File: src/rtl/rv_check_pkg.sv
`default_nettype none
// ---------------------------------------------------------------------------
// rv_check_pkg: shared state encoding and checkpoint entry for rv_check_sequencer.
// Rev 1.0
// ---------------------------------------------------------------------------
package rv_check_pkg;

  typedef enum logic [2:0] {
    IDLE  = 3'd0,
    HOLD  = 3'd1,
    RUN   = 3'd2,
    DRAIN = 3'd3,
    DONE  = 3'd4
  } state_e;

  // Entry fields are sized for the widest supported configuration; instances
  // zero-extend their narrower XLEN/RW/CW values into them.
  localparam int unsigned CHK_XLEN_MAX = 64;
  localparam int unsigned CHK_RW_MAX   = 8;
  localparam int unsigned CHK_CW_MAX   = 32;

  typedef struct packed {
    logic                    valid;
    logic [CHK_CW_MAX-1:0]   cycle;
    logic [CHK_RW_MAX-1:0]   rd;
    logic [CHK_XLEN_MAX-1:0] data;
  } chk_entry_t;

endpackage
`default_nettype wire

File: src/rtl/rv_shadow_regfile.sv
`default_nettype none
// ---------------------------------------------------------------------------
// rv_shadow_regfile: NREG x XLEN shadow register file, x0 hardwired to zero.
// Rev 1.0
// ---------------------------------------------------------------------------
module rv_shadow_regfile #(
  parameter  int XLEN = 32,
  parameter  int NREG = 32,
  localparam int RW   = $clog2(NREG)
) (
  input  logic            clk,
  input  logic            clr_i,
  input  logic            we_i,
  input  logic [RW-1:0]   waddr_i,
  input  logic [XLEN-1:0] wdata_i,
  input  logic [RW-1:0]   raddr_i,
  output logic [XLEN-1:0] rdata_o
);

  logic [XLEN-1:0] regs_q [NREG];

  always_ff @(posedge clk) begin
    if (clr_i) begin
      for (int i = 0; i < NREG; i++) regs_q[i] <= '0;
    end else if (we_i && (waddr_i != '0)) begin
      regs_q[waddr_i] <= wdata_i;
    end
  end

  assign rdata_o = (raddr_i == '0) ? '0 : regs_q[raddr_i];

endmodule
`default_nettype wire

File: src/rtl/rv_check_sequencer.sv
`default_nettype none
// ---------------------------------------------------------------------------
// rv_check_sequencer: core reset sequencer + write-back checkpoint checker.
// Rev 1.0 -- optional halt detection and drain under RV_CHECK_HALT_EN.
// ---------------------------------------------------------------------------
module rv_check_sequencer
  import rv_check_pkg::*;
#(
  parameter  int XLEN       = 32,
  parameter  int NREG       = 32,
  parameter  int NCHK       = 8,
  parameter  int CW         = 16,
  parameter  int RST_CYCLES = 10,
  parameter  int TIMEOUT    = 1024,
  localparam int RW         = $clog2(NREG),
  localparam int IW         = $clog2(NCHK),
  localparam int ECW        = $clog2(NCHK + 1)
) (
  input  logic            clk,
  input  logic            reset,
  input  logic            start,
  output logic            cpu_reset,
  input  logic            wb_en,
  input  logic [RW-1:0]   wb_rd,
  input  logic [XLEN-1:0] wb_data,
  input  logic [XLEN-1:0] pc,
  input  logic            chk_wr_en,
  input  logic [IW-1:0]   chk_wr_idx,
  input  logic [CW-1:0]   chk_wr_cycle,
  input  logic [RW-1:0]   chk_wr_rd,
  input  logic [XLEN-1:0] chk_wr_data,
  output logic            busy,
  output logic            done,
  output logic            pass,
  output logic            timeout,
  output logic            err_valid,
  output logic [IW-1:0]   err_idx,
  output logic [XLEN-1:0] err_actual,
  output logic [ECW-1:0]  err_count
);

  localparam int HCW = $clog2(RST_CYCLES + 1);

  state_e          state_q;
  logic            cpu_reset_q;
  logic [HCW-1:0]  hold_cnt_q;
  logic [CW-1:0]   run_cycle_q;
  logic [IW:0]     ptr_q;
  chk_entry_t      tbl_q [NCHK];
  logic            timeout_q;
  logic            err_valid_q;
  logic [IW-1:0]   err_idx_q;
  logic [XLEN-1:0] err_actual_q;
  logic [ECW-1:0]  err_count_q;

  logic            start_ok;
  logic [IW-1:0]   ptr_idx;
  logic [IW:0]     ptr_nxt;
  chk_entry_t      cur;
  logic            pending;
  logic            nxt_pending;
  logic            do_cmp;
  logic            more_left;
  logic            mismatch;
  logic [RW-1:0]   sh_raddr;
  logic [XLEN-1:0] sh_rdata;
  logic [XLEN-1:0] cmp_val;

  assign start_ok    = start && !reset && ((state_q == IDLE) || (state_q == DONE));
  assign ptr_idx     = ptr_q[IW-1:0];
  assign ptr_nxt     = ptr_q + (IW+1)'(1);
  assign cur         = tbl_q[ptr_idx];
  assign pending     = (ptr_q < (IW+1)'(NCHK)) && cur.valid;
  assign nxt_pending = (ptr_nxt < (IW+1)'(NCHK)) && tbl_q[ptr_nxt[IW-1:0]].valid;

  // DRAIN ignores the cycle field: everything still pending is compared back to back.
  assign do_cmp    = ((state_q == RUN) && pending && (CHK_CW_MAX'(run_cycle_q) >= cur.cycle))
                  || ((state_q == DRAIN) && pending);
  assign more_left = do_cmp ? nxt_pending : pending;

  assign sh_raddr = cur.rd[RW-1:0];
  assign cmp_val  = (int'(cur.rd) < NREG) ? sh_rdata : '0;
  assign mismatch = do_cmp && (CHK_XLEN_MAX'(cmp_val) != cur.data);

  rv_shadow_regfile #(
    .XLEN (XLEN),
    .NREG (NREG)
  ) u_shadow (
    .clk     (clk),
    .clr_i   (start_ok),
    .we_i    ((state_q == RUN) && wb_en),
    .waddr_i (wb_rd),
    .wdata_i (wb_data),
    .raddr_i (sh_raddr),
    .rdata_o (sh_rdata)
  );

`ifdef RV_CHECK_HALT_EN
  logic [XLEN-1:0] pc_prev_q;
  logic            pc_seen_q;
  logic            halt;
  // A jump-to-self shows up as the same pc in two consecutive RUN cycles.
  assign halt = pc_seen_q && (pc == pc_prev_q);
`else
  logic pc_unused;
  assign pc_unused = ^pc;
`endif

  always_ff @(posedge clk) begin
    if (reset) begin
      state_q      <= IDLE;
      cpu_reset_q  <= 1'b1;
      hold_cnt_q   <= '0;
      run_cycle_q  <= '0;
      ptr_q        <= '0;
      timeout_q    <= 1'b0;
      err_valid_q  <= 1'b0;
      err_idx_q    <= '0;
      err_actual_q <= '0;
      err_count_q  <= '0;
      for (int i = 0; i < NCHK; i++) tbl_q[i].valid <= 1'b0;
`ifdef RV_CHECK_HALT_EN
      pc_prev_q    <= '0;
      pc_seen_q    <= 1'b0;
`endif
    end else begin
      err_valid_q <= 1'b0;

      if (chk_wr_en && !busy && (int'(chk_wr_idx) < NCHK)) begin
        tbl_q[chk_wr_idx] <= '{valid: 1'b1,
                               cycle: CHK_CW_MAX'(chk_wr_cycle),
                               rd:    CHK_RW_MAX'(chk_wr_rd),
                               data:  CHK_XLEN_MAX'(chk_wr_data)};
      end

      if (mismatch) begin
        err_valid_q  <= 1'b1;
        err_idx_q    <= ptr_idx;
        err_actual_q <= cmp_val;
        err_count_q  <= err_count_q + ECW'(1);
      end
      if (do_cmp) ptr_q <= ptr_nxt;

      case (state_q)
        IDLE, DONE: begin
          if (start_ok) begin
            state_q     <= HOLD;
            cpu_reset_q <= 1'b1;
            hold_cnt_q  <= '0;
            run_cycle_q <= '0;
            ptr_q       <= '0;
            err_count_q <= '0;
            timeout_q   <= 1'b0;
`ifdef RV_CHECK_HALT_EN
            pc_seen_q   <= 1'b0;
`endif
          end
        end
        HOLD: begin
          if (hold_cnt_q == HCW'(RST_CYCLES - 1)) begin
            state_q     <= RUN;
            cpu_reset_q <= 1'b0;
          end else begin
            hold_cnt_q <= hold_cnt_q + HCW'(1);
          end
        end
        RUN: begin
          run_cycle_q <= run_cycle_q + CW'(1);
`ifdef RV_CHECK_HALT_EN
          pc_prev_q   <= pc;
          pc_seen_q   <= 1'b1;
`endif
          if (!more_left) begin
            state_q <= DONE;
          end else if (run_cycle_q == CW'(TIMEOUT - 1)) begin
            state_q   <= DONE;
            timeout_q <= 1'b1;
          end
`ifdef RV_CHECK_HALT_EN
          else if (halt) begin
            state_q <= DRAIN;
          end
`endif
        end
        DRAIN: begin
          if (!more_left) state_q <= DONE;
        end
        default: state_q <= IDLE;
      endcase
    end
  end

  assign cpu_reset  = cpu_reset_q;
  assign busy       = (state_q == HOLD) || (state_q == RUN) || (state_q == DRAIN);
  assign done       = (state_q == DONE);
  assign timeout    = timeout_q;
  assign pass       = done && (err_count_q == '0) && !timeout_q;
  assign err_valid  = err_valid_q;
  assign err_idx    = err_idx_q;
  assign err_actual = err_actual_q;
  assign err_count  = err_count_q;

endmodule
`default_nettype wire

File: config.mk
export PLATFORM = sky130hd
export DESIGN_NAME = rv_check_sequencer
export DESIGN_NICKNAME = d
export VERILOG_FILES = /design/src/rtl/rv_check_pkg.sv /design/src/rtl/rv_shadow_regfile.sv /design/src/rtl/rv_check_sequencer.sv
export SDC_FILE = /design/constraint.sdc
export NUM_CORES = 2
export LEC_CHECK = 0
export ABC_AREA = 1
export CORE_ASPECT_RATIO = 2
export CORE_MARGIN = 2
export CORE_UTILIZATION = 50
export DETAILED_ROUTE_END_ITERATION = 7
export PLACE_DENSITY = 0.67
export SYNTH_ARGS = -nofsm -noshare
export SYNTH_HDL_FRONTEND = slang
export SYNTH_HIERARCHICAL = 1
export SYNTH_SLANG_ARGS = --single-unit
export TNS_END_PERCENT = 5
File: constraint.sdc
create_clock -name clk -period 4.9 [get_ports clk]
set_clock_uncertainty 0.05 [all_clocks]
set_input_delay 0.735 -clock clk [delete_from_list [all_inputs] [get_ports clk]]
set_output_delay 0.735 -clock clk [all_outputs]
set_load 0.02 [all_outputs]
; ---- Word-level counts from Yosys, hierarchy flattened
; Memory sizes are Yosys's and may differ from the RTL's. A register that Yosys moved wholly into a read port is not among the register bits.
; Cells that the tools add are included.
[classes]
add_sub_neg = 4
magnitude_cmp = 4
n_eq_ne = 14
mux = 45
reduce_logical = 34
[op_table]
columns = op, count
row1 = $mux W32, 3
row2 = $ne A32 B64 Y1, 1
row3 = $mux W54, 1
row4 = $reduce_or A54 Y1, 1
row5 = $ge A16 B32 Y1, 1
row6 = $mux W4, 8
row7 = $pmux W16 S2, 1
row8 = $reduce_or A32 Y1, 1
row9 = $mux W3, 7
row10 = $mux W1, 18
row11 = $add A16 B1 Y16 const B, 1
row12 = $eq A16 B10 Y1 const B, 1
row13 = $mux W16, 1
row14 = $logic_and A1 B1 Y1, 13
row15 = $add A4 B1 Y4 const B, 3
row16 = $ne A2 B2 Y1 const B, 6
row17 = $pmux W3 S4, 1
row18 = $lt A4 B4 Y1 const B, 2
row19 = $lt A8 B6 Y1 const B, 1
row20 = $pmux W4 S2, 1
row21 = $reduce_and A4 Y1, 2
row22 = $eq A3 B2 Y1 const B, 2
row23 = $reduce_and A3 Y1, 2
row24 = $logic_not A5 Y1, 1
row25 = other kinds (15), 22
[word_totals]
ff_bits = 69
mem_bits_rw = 1456
out_inout_bits = 45
elab_cells = 113
n_memories = 2
[memory_table]
columns = memory, depth, word_bits, read_ports, rd_clocked_by_memory_dff, wr, line_no
row1 = u_shadow.regs_q, 32, 32, 1, 0, 32, rv_shadow_regfile.sv:20  ; logic [XLEN-1:0] regs_q [NREG];
row2 = tbl_q, 8, 54, 2, 1, 8, rv_check_sequencer.sv:49  ; chk_entry_t tbl_q [NCHK];

; ---- Depth between registers and ports, before layout
[logic_depth]
ltp_word = 10
depth_mapped = 36
depth_no_buf = 27

; ---- Hierarchy
; Netlist, hierarchy kept.
[modules_own_cells]
columns = mod, n_inst, cells_each, area_per_inst_um2
row1 = rv_shadow_regfile, 1, 4795, 46086.7
row2 = rv_check_sequencer, 1, 2049, 21404.3

; ---- Worst setup path before layout
; No wires, ideal clock.
[synth_path]
kind = reg-to-reg
from = reg ptr_q[0]
to = reg err_actual_q[14], in the netlist err_actual[14]
setup_ns = 0.134
t_arrival_ns = 4.023
required_time_ns = 4.716
setup_slack_ns = 0.693
path_stages_with_launch = 31
path_cell_list = dfxtp_1 -> buf_6 -> inv_4 -> buf_6 -> buf_4 -> clkbuf_1 -> clkbuf_1 -> clkbuf_1 -> o21ai_0 -> a31oi_1 -> buf_2 -> buf_2 -> clkbuf_1 -> nand3_1 -> nand3_1 -> nand2_1 -> nand2_1 -> nand3_1 -> nand2_1 -> nor2_1 -> nand3b_1 -> nand2_1 -> nand2_1 -> nor2_1 -> nand2_1 -> nor2_1 -> nand2_1 -> buf_2 -> buf_4 -> nand3_1 -> a21oi_1
[synth_via]
elab_chain_cells = 6
elab_cells_between_ends = 7
classes_between = order compare (1) / reduce/logical (6)
[synth_rtl]
columns = item, line_no
row1 = start: declaration, rv_check_sequencer.sv:48  ; logic [IW:0] ptr_q;
row2 = start signal: assignment, rv_check_sequencer.sv:142  ; if (do_cmp) ptr_q <= ptr_nxt;
row3 = $lt A4 B4 Y1 (*), rv_check_sequencer.sv:73  ; assign pending = (ptr_q < (IW+1)'(NCHK)) && cur.valid;
row4 = $logic_and A1 B1 Y1 (*), rv_check_sequencer.sv:73
row5 = $logic_and A1 B1 Y1 (2 in series), rv_check_sequencer.sv:77  ; assign do_cmp = ((state_q == RUN) && pending && (CHK_CW_MAX'(run_cycle_q) >= cur.cycle))
row6 = $logic_or A1 B1 Y1 (*), rv_check_sequencer.sv:78  ; || ((state_q == DRAIN) && pending);
row7 = $logic_and A1 B1 Y1 (*), rv_check_sequencer.sv:83  ; assign mismatch = do_cmp && (CHK_XLEN_MAX'(cmp_val) != cur.data);
row8 = end signal: assignment, rv_check_sequencer.sv:139  ; err_actual_q <= cmp_val;
row9 = end: declaration, rv_check_sequencer.sv:53  ; logic [XLEN-1:0] err_actual_q;
; Mark *: on every way between the ends. The rest lies on a longest branch, timed or not.
; A chain may end at the register's enable or synchronous reset.

; ---- Worst setup path in the final report
[layout_path]
from = reg ptr_q[0]
to = reg err_idx_q[0], in the netlist err_idx[0]
[layout_via]
elab_chain_cells = 6
elab_cells_between_ends = 7
classes_between = order compare (1) / reduce/logical (6)
[layout_rtl]
columns = item, line_no
row1 = $lt A4 B4 Y1, rv_check_sequencer.sv:73
row2 = $logic_and A1 B1 Y1, rv_check_sequencer.sv:73
row3 = $logic_and A1 B1 Y1 (2 in series), rv_check_sequencer.sv:77
row4 = $logic_or A1 B1 Y1, rv_check_sequencer.sv:78
row5 = $logic_and A1 B1 Y1, rv_check_sequencer.sv:83
row6 = end signal: assignment, rv_check_sequencer.sv:138  ; err_idx_q <= ptr_idx;
row7 = end: declaration, rv_check_sequencer.sv:52  ; logic [IW-1:0] err_idx_q;
; Several ways; a longest one is shown, not always the timed one.

==> metrics.md <==
| Metric | Value |
|---|---|
| Status | finished, final reports clean |
| Pwr Total | ~27 mW |
| Crit path top cell by count | nand2_1 |
| Most frequent cells in the layout | nand2_1 (1816), edfxtp_1 (1448), nor2_1 (1385), nand3_1 (911), inv_1 (218) |
| H-tree depth | 4 |
| Antenna Nets Post-Route | 0 |
| Initial Util | roughly half |
| Netlist cell types | a little over 40 |
| # DRC | 0 |
| Slew Limit Fails | 0 |
| Startpoint types | flop |
| Post-synth EDFFs | ~1400 |
| Synthesis warning total | 6 |
| Max_slew headroom | 21.0% |
| Cells after Synth | roughly 6800 |
| Row cnt | between 150 and 200 |
| Multi-input gate area | between 0.015 and 0.02 mm^2 |
| Detailed Place HPWL | approximately 110 mm |
| Die height | 524 um |
| Worst path slowest cell | dfxtp_4 |
| Num CTS Buffers | 133 |
| Clock Latency Late Sink | around 760 ps |
| Min Tclk post-route | about 4500 ps |
| Vias per inst | about 5.6 |
| Io pins | 175 |
| Synth area leader | edfxtp_1 |
| RSZ-0062 raised after global routing | false |
| Fmax | between 200 and 250 MHz |
| Reg area | about 0.045 mm^2 |
| Min-Delay Path Class | flop to flop |
| Critical path fanouts, max | 80 |
| Least-Margin Pin Slew | approximately 1200 ps |
| Worst Path Required | 5500 ps |
| Number of synthesized register bits | 1525 |
| Maxcap violations | 0 |
| Die area | about 0.14 mm^2 |
| Initial DRC Count | 3880 |
| Final GP Congestion | around 0.86 |
| CTS tree | done |
| Vias | 48236 |
| Layout cells sized above 1 | between 6 and 7% |
| 1st-pass router iterations | 6 |
| Area of the mapped netlist | 0.0675 mm^2 |
| Syn avg cell area | ~9.9 um^2 |
| Final wirelength | 177 mm |
| Synth area leaders | edfxtp_1 (64%), nand2_1 (10%), nor2_1 (7.8%), nand3_1 (6.8%), dfxtp_1 (2.3%) |
| Max VDD drop | about 360 uV |
| Initial antenna violation count | 10 |
| Total grt overflow | 0 |
| P_leak | 29.3 nW |
| Asr flop ratio synth | 0% |
| Clock-pin slew on the worst setup and hold paths | approximately 70 ps |
| Synth top area share | 64.4% |
| Clock sink count | 1525 |
| Kind of critical path | flop to flop |
| Final setup fails | 0 |
| Root Driver | clkbuf_16 |
| CORE AREA | 0.134 mm^2 |
| Critical Path AT | 5140 ps |
| NumNets Final | approximately 7000 |
| GRT Overall Usage | roughly 25% |
| Clock Path Buffers | 3 |
| Most common cell after layout, fill and taps aside | nand2_1 |
| WL per Instance | roughly 20 um |
| Sequential area share after synthesis | 66.7% |
| Largest net degree at the start of global routing | ~110 |
| Input/output buffers | 142 |
| Ys flop type | edfxtp_1 |
| Vias in the first global route | approximately 48000 |
| First-pass GRT wire length | ~270 mm |
| Delay of the slowest critical-path stage | roughly 420 ps |
| Fillcell total | around 11000 |
| Cell area power density | between 300 and 400 mW/mm^2 |
| Fin crit share | 92.7% |
| Worst Setup End Kind | flop |
| Post-Route Setup TNS | 0 ps |
| Hold Vio Cnt, Final | 0 |
| P&R area growth vs syn | 12.0% |
| Die Wd | between 200 and 300 um |
==> power by group <==
part	internal (mW)	leakage [nW]	switching, mW	total [mW]
clock network	6.32	2.20	4.64	11.0
registers	14.6	14.4	0.0845	14.6
logic	0.244	12.7	0.746	0.990
==> metal layers <==
layer  GRT usage (%)  share of wire [%]
met2            50.5                 56
met1            26.0                 34
met5               0              0.029
met3            3.46                5.5
met4            11.3                4.3
==> synth_stat cells (5+ instances only) <==
master and number:
buf_6 10, nand3_1 911, nand3b_1 21, nand4_1 5
a21oi_2 9, inv_1 220, dfxtp_1 77, nor3_1 16
a21oi_1 63, buf_4 15, buf_2 186, o221ai_1 16
buf_1 33, a31oi_1 7, o22ai_1 27, nor2_1 1400
o21ai_0 207, nand2_1 1816, edfxtp_1 1448, clkbuf_1 274
ha_1 22, o21ai_1 22
==> critical path, delay by kind of cell, from the launching register on <==
family | cells | cell delay [ps]
AND/OR/NAND/NOR | 21 | 2340
buffers and inverters | 5 | 1190
flip-flops | 1 | 420
AO/OA/AOI/OAI | 2 | 350
==> final timing paths <==
check / startpoint / to / slack, ps / cells past startpoint
worst max-delay path: ptr_q[0]$_SDFF_PP0_ / err_idx[0]$_SDFFE_PP0P_ / 360 / 28
worst min-delay path: err_actual[10]$_SDFFE_PP0P_ / err_actual[10]$_SDFFE_PP0P_ / 410 / 2
worst min register to register: err_actual[10]$_SDFFE_PP0P_ / err_actual[10]$_SDFFE_PP0P_ / 410 / 2
worst max register to register: ptr_q[0]$_SDFF_PP0_ / err_idx[0]$_SDFFE_PP0P_ / 360 / 28
==> cell type report <==
class | count | share of cell area [%]
diodes | 6 | 0.0199
repair inverters | 1 | 0.0149
multi-input cells | 4606 | 25.9
flip-flops and latches | 1525 | 59.6
repair buffers | 345 | 4.45
inverters | 226 | 1.18
well taps | 1728 | 2.86
clock inverters | 68 | 1.02
clock buffers | 166 | 4.96
==> registers in the layout, summed over array words and instances, names as in the netlist <==
name	flops
cpu_reset	1
u_shadow/regs_q	1024
state_q	3
err_actual	32
timeout	1
run_cycle_q	16
err_idx	3
err_count	4
err_valid	1
tbl_q	432
ptr_q	4
hold_cnt_q	4
==> through the flow <==
stage	hold WS (ps)	instance area [um^2]	utilization, %	setup WS [ps]	cells
after floorplan	389	67600	-	693	6875
after global placement	399	70900	52.9	270	8427
after detailed placement	403	70900	52.9	249	8427
after CTS	362	75400	56.3	233	8661
after global routing	423	75600	56.4	134	8668
final	411	75600	56.4	357	8671
==> kinds of logic (layout without fill, tap and decap cells) <==
logic type,after synthesis,after routing,synth area share (%)
AO/OA/AOI/OAI,366,366,2.98
adder cells (fa/ha/maj),22,22,0.408
AND/OR/NAND/NOR,4182,4182,25.2
other,1,38,0.00556
XOR/XNOR,4,4,0.0519
flip-flops,1525,1525,66.7
buffers and inverters,744,806,4.68
==> what timing repair did <==
| item | CTS | global route |
|---|---|---|
| setup buffers | 0 | 2 |
| resized for setup | 0 | 13 |
| endpoints found under the setup margin | 0 | 40 |
| hold buffers | 0 | 0 |
(Power assumes the default switching activity.)
